`src/rtl/dvi_stream_tx.sv`:
```
// DVI transmit front-end: programmable raster timing, latency-matched control delay line,
// test-pattern colour mux and three TMDS 8b/10b encoders in the pixel clock domain.
module dvi_stream_tx #(
  parameter int unsigned H_ACTIVE  = 640,
  parameter int unsigned H_FP      = 16,
  parameter int unsigned H_SYNC    = 96,
  parameter int unsigned H_BP      = 48,
  parameter int unsigned V_ACTIVE  = 480,
  parameter int unsigned V_FP      = 10,
  parameter int unsigned V_SYNC    = 2,
  parameter int unsigned V_BP      = 33,
  parameter bit          HSYNC_POL = 1'b0,
  parameter bit          VSYNC_POL = 1'b0,
  parameter int unsigned COLOR_W   = 8,
  parameter int unsigned PIX_LAT   = 1,
  localparam int unsigned H_TOTAL  = H_ACTIVE + H_FP + H_SYNC + H_BP,
  localparam int unsigned V_TOTAL  = V_ACTIVE + V_FP + V_SYNC + V_BP,
  localparam int unsigned XW       = $clog2(H_TOTAL),
  localparam int unsigned YW       = $clog2(V_TOTAL)
) (
  input  logic                 clk_i,
  input  logic                 rst_ni,
  input  logic [1:0]           mode_i,
  input  logic [3*COLOR_W-1:0] solid_i,
  input  logic [COLOR_W-1:0]   red_i,
  input  logic [COLOR_W-1:0]   green_i,
  input  logic [COLOR_W-1:0]   blue_i,
  output logic [XW-1:0]        x_o,
  output logic [YW-1:0]        y_o,
  output logic                 frame_start_o,
  output logic [9:0]           tmds_blue_o,
  output logic [9:0]           tmds_green_o,
  output logic [9:0]           tmds_red_o,
  output logic                 vsync_o
);

  localparam int unsigned HS_START = H_ACTIVE + H_FP;
  localparam int unsigned HS_END   = HS_START + H_SYNC;
  localparam int unsigned VS_START = V_ACTIVE + V_FP;
  localparam int unsigned VS_END   = VS_START + V_SYNC;
  localparam int unsigned BAR_W    = (H_ACTIVE >= 8) ? H_ACTIVE / 8 : 1;

  localparam logic [9:0] CTL_00 = 10'b1101010100;
  localparam logic [9:0] CTL_01 = 10'b0010101011;
  localparam logic [9:0] CTL_10 = 10'b0101010100;
  localparam logic [9:0] CTL_11 = 10'b1010101011;

  typedef struct packed {
    logic          de;
    logic          hs;
    logic          vs;
    logic [XW-1:0] x;
  } ctl_t;

  typedef struct packed {
    logic [9:0] sym;
    logic [5:0] cnt;
  } enc_t;

  localparam ctl_t CTL_RST = '{de: 1'b0, hs: ~HSYNC_POL, vs: ~VSYNC_POL, x: '0};

  // Raster counters
  logic [XW-1:0] x_q, x_d;
  logic [YW-1:0] y_q, y_d;
  logic [31:0]   x_ext, y_ext;

  assign x_ext = 32'(x_q);
  assign y_ext = 32'(y_q);

  always_comb begin
    x_d = x_q + XW'(1);
    y_d = y_q;
    if (x_ext == H_TOTAL - 1) begin
      x_d = '0;
      y_d = (y_ext == V_TOTAL - 1) ? '0 : y_q + YW'(1);
    end
  end

  always_ff @(posedge clk_i or negedge rst_ni) begin
    if (!rst_ni) begin
      x_q <= '0;
      y_q <= '0;
    end else begin
      x_q <= x_d;
      y_q <= y_d;
    end
  end

  assign x_o           = x_q;
  assign y_o           = y_q;
  assign frame_start_o = rst_ni && (x_q == '0) && (y_q == '0);

  // Mode and solid colour only change on frame boundaries so a frame never tears
  logic [1:0]           mode_q;
  logic [3*COLOR_W-1:0] solid_q;

  always_ff @(posedge clk_i or negedge rst_ni) begin
    if (!rst_ni) begin
      mode_q  <= '0;
      solid_q <= '0;
    end else if (frame_start_o) begin
      mode_q  <= mode_i;
      solid_q <= solid_i;
    end
  end

  // Without a delay line the first pixel is muxed in the latching cycle itself
  logic [1:0]           mode_use;
  logic [3*COLOR_W-1:0] solid_use;

  assign mode_use  = (PIX_LAT == 0 && frame_start_o) ? mode_i  : mode_q;
  assign solid_use = (PIX_LAT == 0 && frame_start_o) ? solid_i : solid_q;

  // Control signals at the counter stage, syncs already at line level
  ctl_t ctl_cur, ctl_dly;

  always_comb begin
    ctl_cur.de = (x_ext < H_ACTIVE) && (y_ext < V_ACTIVE);
    ctl_cur.hs = (x_ext >= HS_START && x_ext < HS_END) ? HSYNC_POL : ~HSYNC_POL;
    ctl_cur.vs = (y_ext >= VS_START && y_ext < VS_END) ? VSYNC_POL : ~VSYNC_POL;
    ctl_cur.x  = x_q;
  end

  if (PIX_LAT == 0) begin : g_no_dly
    assign ctl_dly = ctl_cur;
  end else begin : g_dly
    ctl_t pipe_q [PIX_LAT];

    always_ff @(posedge clk_i or negedge rst_ni) begin
      if (!rst_ni) begin
        for (int i = 0; i < PIX_LAT; i++) pipe_q[i] <= CTL_RST;
      end else begin
        pipe_q[0] <= ctl_cur;
        for (int i = 1; i < PIX_LAT; i++) pipe_q[i] <= pipe_q[i-1];
      end
    end

    assign ctl_dly = pipe_q[PIX_LAT-1];
  end

  // Colour selection at the delayed stage
  logic [31:0]        bar_q32;
  logic [2:0]         bar_idx;
  logic [COLOR_W-1:0] pix_r, pix_g, pix_b;

  assign bar_q32 = 32'(ctl_dly.x) / BAR_W;
  assign bar_idx = (bar_q32 >= 7) ? 3'd7 : 3'(bar_q32);

  always_comb begin
    pix_r = red_i;
    pix_g = green_i;
    pix_b = blue_i;
    case (mode_use)
      2'd1: begin
        // White, yellow, cyan, green, magenta, red, blue, black
        pix_r = {COLOR_W{~bar_idx[1]}};
        pix_g = {COLOR_W{~bar_idx[2]}};
        pix_b = {COLOR_W{~bar_idx[0]}};
      end
      2'd2: begin
        pix_r = solid_use[3*COLOR_W-1 -: COLOR_W];
        pix_g = solid_use[2*COLOR_W-1 -: COLOR_W];
        pix_b = solid_use[COLOR_W-1 -: COLOR_W];
      end
      default: ;
    endcase
  end

  // DVI 1.0 encoder; cnt is the signed running disparity carried between pixels
  function automatic enc_t tmds_encode(input logic [7:0] d, input logic de,
                                       input logic [1:0] c, input logic [5:0] cnt_in);
    enc_t       r;
    logic [8:0] qm;
    logic       use_xnor;
    int         n1d, n1q, n0q, cnt;
    r.sym = CTL_00;
    r.cnt = '0;
    if (!de) begin
      unique case (c)
        2'b00: r.sym = CTL_00;
        2'b01: r.sym = CTL_01;
        2'b10: r.sym = CTL_10;
        2'b11: r.sym = CTL_11;
      endcase
    end else begin
      n1d      = $countones(d);
      use_xnor = (n1d > 4) || (n1d == 4 && !d[0]);
      qm[0]    = d[0];
      for (int i = 1; i < 8; i++) qm[i] = use_xnor ? ~(qm[i-1] ^ d[i]) : (qm[i-1] ^ d[i]);
      qm[8] = ~use_xnor;
      n1q   = $countones(qm[7:0]);
      n0q   = 8 - n1q;
      cnt   = int'($signed(cnt_in));
      if (cnt == 0 || n1q == n0q) begin
        r.sym = {~qm[8], qm[8], qm[8] ? qm[7:0] : ~qm[7:0]};
        cnt   = qm[8] ? cnt + n1q - n0q : cnt + n0q - n1q;
      end else if ((cnt > 0 && n1q > n0q) || (cnt < 0 && n0q > n1q)) begin
        r.sym = {1'b1, qm[8], ~qm[7:0]};
        cnt   = cnt + (qm[8] ? 2 : 0) + n0q - n1q;
      end else begin
        r.sym = {1'b0, qm[8], qm[7:0]};
        cnt   = cnt - (qm[8] ? 0 : 2) + n1q - n0q;
      end
      r.cnt = 6'(cnt);
    end
    return r;
  endfunction

  logic [5:0] cnt_r_q, cnt_g_q, cnt_b_q;
  enc_t       enc_r, enc_g, enc_b;

  always_comb begin
    enc_r = tmds_encode(pix_r, ctl_dly.de, 2'b00, cnt_r_q);
    enc_g = tmds_encode(pix_g, ctl_dly.de, 2'b00, cnt_g_q);
    enc_b = tmds_encode(pix_b, ctl_dly.de, {ctl_dly.vs, ctl_dly.hs}, cnt_b_q);
  end

  always_ff @(posedge clk_i or negedge rst_ni) begin
    if (!rst_ni) begin
      tmds_red_o   <= CTL_00;
      tmds_green_o <= CTL_00;
      tmds_blue_o  <= CTL_00;
      cnt_r_q      <= '0;
      cnt_g_q      <= '0;
      cnt_b_q      <= '0;
      vsync_o      <= ~VSYNC_POL;
    end else begin
      tmds_red_o   <= enc_r.sym;
      tmds_green_o <= enc_g.sym;
      tmds_blue_o  <= enc_b.sym;
      cnt_r_q      <= enc_r.cnt;
      cnt_g_q      <= enc_g.cnt;
      cnt_b_q      <= enc_b.cnt;
      vsync_o      <= ctl_dly.vs;
    end
  end

endmodule

```
`config.mk`:
```
export PLATFORM = sky130hd
export DESIGN_NAME = dvi_stream_tx
export DESIGN_NICKNAME = d
export VERILOG_FILES = /design/src/rtl/dvi_stream_tx.sv
export SDC_FILE = /design/constraint.sdc
export NUM_CORES = 1
export LEC_CHECK = 0
export CAP_MARGIN = 0
export CORE_UTILIZATION = 35
export CTS_CLUSTER_DIAMETER = 100
export DETAILED_ROUTE_END_ITERATION = 10
export PLACE_DENSITY = 0.54
export SYNTH_ARGS = -nofsm -noshare
export SYNTH_HDL_FRONTEND = slang
export SYNTH_SLANG_ARGS = --single-unit
export TNS_END_PERCENT = 100
```
`constraint.sdc`:
```
create_clock -name clk_i -period 18.3 [get_ports clk_i]
set_clock_uncertainty 0.05 [all_clocks]
set_input_delay 5.49 -clock clk_i [delete_from_list [all_inputs] [get_ports clk_i]]
set_output_delay 5.49 -clock clk_i [all_outputs]
set_load 0.01 [all_outputs]
```
==> reports/qor.csv <==
stage,metric,value,unit
placed_design,place_inst,1644,
sta,clock.fmax,66.0,MHz
critical_path,startpoint_type,input port,
synthesis,ys_seq_area_frac,0.251,
cts,clkLatencyLatePin,0.37,ns
cts,post_cts_buffers,0,
cts,cts.sinks,108,
critical_path,endpoint_kind,flop,
final_layout,nFillCells,3027,
sta,slew_headroom,0.296,
placed_design,place_congestion,0.835,
critical_path,critPathRequiredTime,18.54,ns
floorplanning,die_height,178,um
synthesis,postSynthAreaPerCell,9.19,um2
synthesis,synth_cell_types,80,
critical_path,cp.arrival,15.40,ns
critical_path,cp_top_family,adder cells,
floorplanning,core-area,30600,um2
synthesis,synth_nets,1405,
synthesis,synth_top_area_frac,0.207,
outcome,status,"complete, no violations",
sta,rsz0062_at_grt,false,
synthesis,synth_edf_count,0,
critical_path,timing.rr.start,ctl_dly[7],
sta,setup-tns-final,0,ns
global_routing,grt_antenna_before_repair,4,
synthesis,syn_area,10900,um2
synthesis,ys_ff_latch,108,
floorplanning,die_area,31800,um2
sta,worst_pin_slew,1.06,ns
critical_path,cp_common_cell,fa_1,
synthesis,synth_ff_type,dfrtp_1,
global_routing,grt_pass1_wl,45.2,mm
cts,cts-buffers-inserted,9,
final_layout,drive_gt1_frac,0.0752,
sta,slew_violations,0,
placed_design,port_buffers,103,
global_routing,grt_start_max_net_pins,56,
critical_path,reg2reg_depth,40,
floorplanning,chipWidth,178,um
floorplanning,fp-row-count,64,
critical_path,cp_num_buf_inv,7,
synthesis,yosysMostFrequentCell,inv_1,
cts,cts-root-buf,clkbuf_16,
final_layout,final_cell_area,12600,um2
synthesis,synth_async_sr_flop_share,1.00,
floorplanning,floorplan.initialDensity,0.355,
global_routing,grt_pass1_vias,8559,
critical_path,worstReg2RegEnd,cnt_r_q[5],
cts,cts_tree,yes,
drt,first_pass_iters,5,
worst_hold_path,hold_start,ctl_dly[10],
cts,ctsHoldBuffers,0,
cts,ctsResizeCount,0,
global_routing,grt_overflow,0,
worst_hold_path,min_delay_path_depth,0,
final_layout,stdcell_count,1661,
placed_design,place_hpwl,21.8,mm
cts,path_clk_slew,0.09,ns
drt,drc_errors,0,
synthesis,ys_warn_count,0,
synthesis,synth_largest_area_cell,dfrtp_1,
final_layout,area_growth_syn_to_layout,15.7,%
synthesis,yosys-top-cells-area,"dfrtp_1 21%, ha_1 13%, fa_1 9.9%, xnor2_1 8.4%, inv_1 4.5%",
global_routing,grt.total_usage,0.182,
worst_hold_path,hold_path_end,vsync_o,
critical_path,cp_slowest_stage_delay,0.59,ns
sta,setup_viol,0,
worst_hold_path,hold_class,flop to flop,
critical_path,path_class,input port to flop,
synthesis,synthTopCellsByCount,"131 x inv_1, 117 x ha_1, 104 x xnor2_1, 90 x dfrtp_1, 82 x nand2_1",
drt,routed_wl,27.9,mm
drt,vias,8497,
synthesis,syn_inst,1182,
drt,antenna_left,0,
final_layout,fin_nets,1482,
drt,viasPerCell,5.12,
critical_path,crit_fanout,12,
cts,htree_levels,3,
floorplanning,boundaryPins,104,
placed_design,place_area,12200,um2
sta,timing.final.crit_share,0.828,
sta,min_period,15.15,ns
critical_path,cp_slowest_cell,fa_1,
sta,hold_violations,0,
critical_path,r2r_slack,5.99,ns
drt,drtIter0Drc,350,
cts,clock_path_buffers,2,
drt,wire_per_inst,16.8,um
job,max_cap_violations,0,
per-layer routing:
layer	vias to the layer above	wire length [um]	global-route usage
li1	4189	-	-
met1	4082	13800	0.260
met2	189	12400	0.286
met3	31	1150	0.0275
met4	6	420	0.0484
met5	-	43	0
flip-flops by register name, summed over array words and instances (netlist names), 2 cells and up:
| signal | cells |
|---|---|
| tmds_green_o | 10 |
| solid_q | 24 |
| cnt_b_q | 6 |
| x_o | 10 |
| mode_q | 2 |
| tmds_red_o | 10 |
| cnt_r_q | 6 |
| ctl_dly | 13 |
| y_o | 10 |
| cnt_g_q | 6 |
| tmds_blue_o | 10 |
worst register-to-register path, delay by kind of cell, from the launching register on:
kind / cells / cell delay [ns]
fa+ha+maj: 15 / 6.15
simple gates: 7 / 2.15
flops: 1 / 0.52
xor+xnor: 4 / 0.92
mux: 2 / 0.38
buf+inv: 5 / 0.67
compound gates: 7 / 1.41
logic make-up (layout without fill, tap and decap cells):
logic type,count (synthesis),count (layout),synth area share
xor gates and xnor gates,143,143,0.120
muxes,43,43,0.0429
other,0,1,0
and+or+nand+nor,274,274,0.128
adders and majority gates,172,172,0.235
buffers and inverters,179,261,0.0662
DFF,108,108,0.251
AOI/OAI and AO/OA,263,263,0.157
worst max path at each step:
| stage | startpoint | end | slack [ns] | cells after the start |
|---|---|---|---|---|
| 6_report | red_i[0] | cnt_r_q[5] | 3.15 | 35 |
| 3_3_place_gp | red_i[0] | cnt_r_q[5] | 2.77 | 35 |
| 5_1_grt | red_i[0] | cnt_r_q[5] | 2.48 | 35 |
| 3_5_place_dp | red_i[0] | cnt_r_q[5] | 2.76 | 35 |
| 4_1_cts | red_i[0] | cnt_r_q[5] | 3.10 | 35 |
| 2_1_floorplan | green_i[0] | cnt_g_q[5] | 4.03 | 36 |
metrics by stage:
step	hold slack [ns]	utilization	setup WS [ns]
after floorplan	0.322	-	4.03
after global placement	0.340	0.400	2.77
after detailed placement	0.345	0.400	2.76
after CTS	0.362	0.411	3.10
after global routing	0.368	0.411	2.48
final	0.363	0.411	3.15
cell type report:
class                   instances  area (um2)  share of cell area
clock inverters                 7         103             0.00816
clock buffers                   9         225              0.0179
multi-input cells             895        7430               0.591
inverters                     132         495              0.0394
well taps                     396         495              0.0394
diodes                          1        2.50            0.000199
flip-flops and latches        108        2730               0.217
repair buffers                113        1100              0.0877
placed cells by master, fill, tap and decap left out, types with 11 or more instances in the layout:
cell type / netlist / layout
a211oi_1: 20 / 20
a21o_1: 28 / 28
a21oi_1: 68 / 68
a31oi_1: 13 / 13
buf_4: 11 / 11
clkdlybuf4s50_1: 0 / 102
dfrtp_1: 90 / 90
dfstp_2: 18 / 18
fa_1: 54 / 54
ha_1: 117 / 117
inv_1: 131 / 131
mux2_2: 29 / 29
mux2i_1: 14 / 14
nand2_1: 82 / 82
nand2b_1: 15 / 15
nand3_1: 22 / 22
nor2_1: 69 / 69
nor3_1: 14 / 13
o21ai_0: 65 / 65
xnor2_1: 104 / 104
xor2_1: 35 / 35
Power is not shown: default switching activity piles up to over one toggle a cycle in this logic, so the estimate is an artifact.
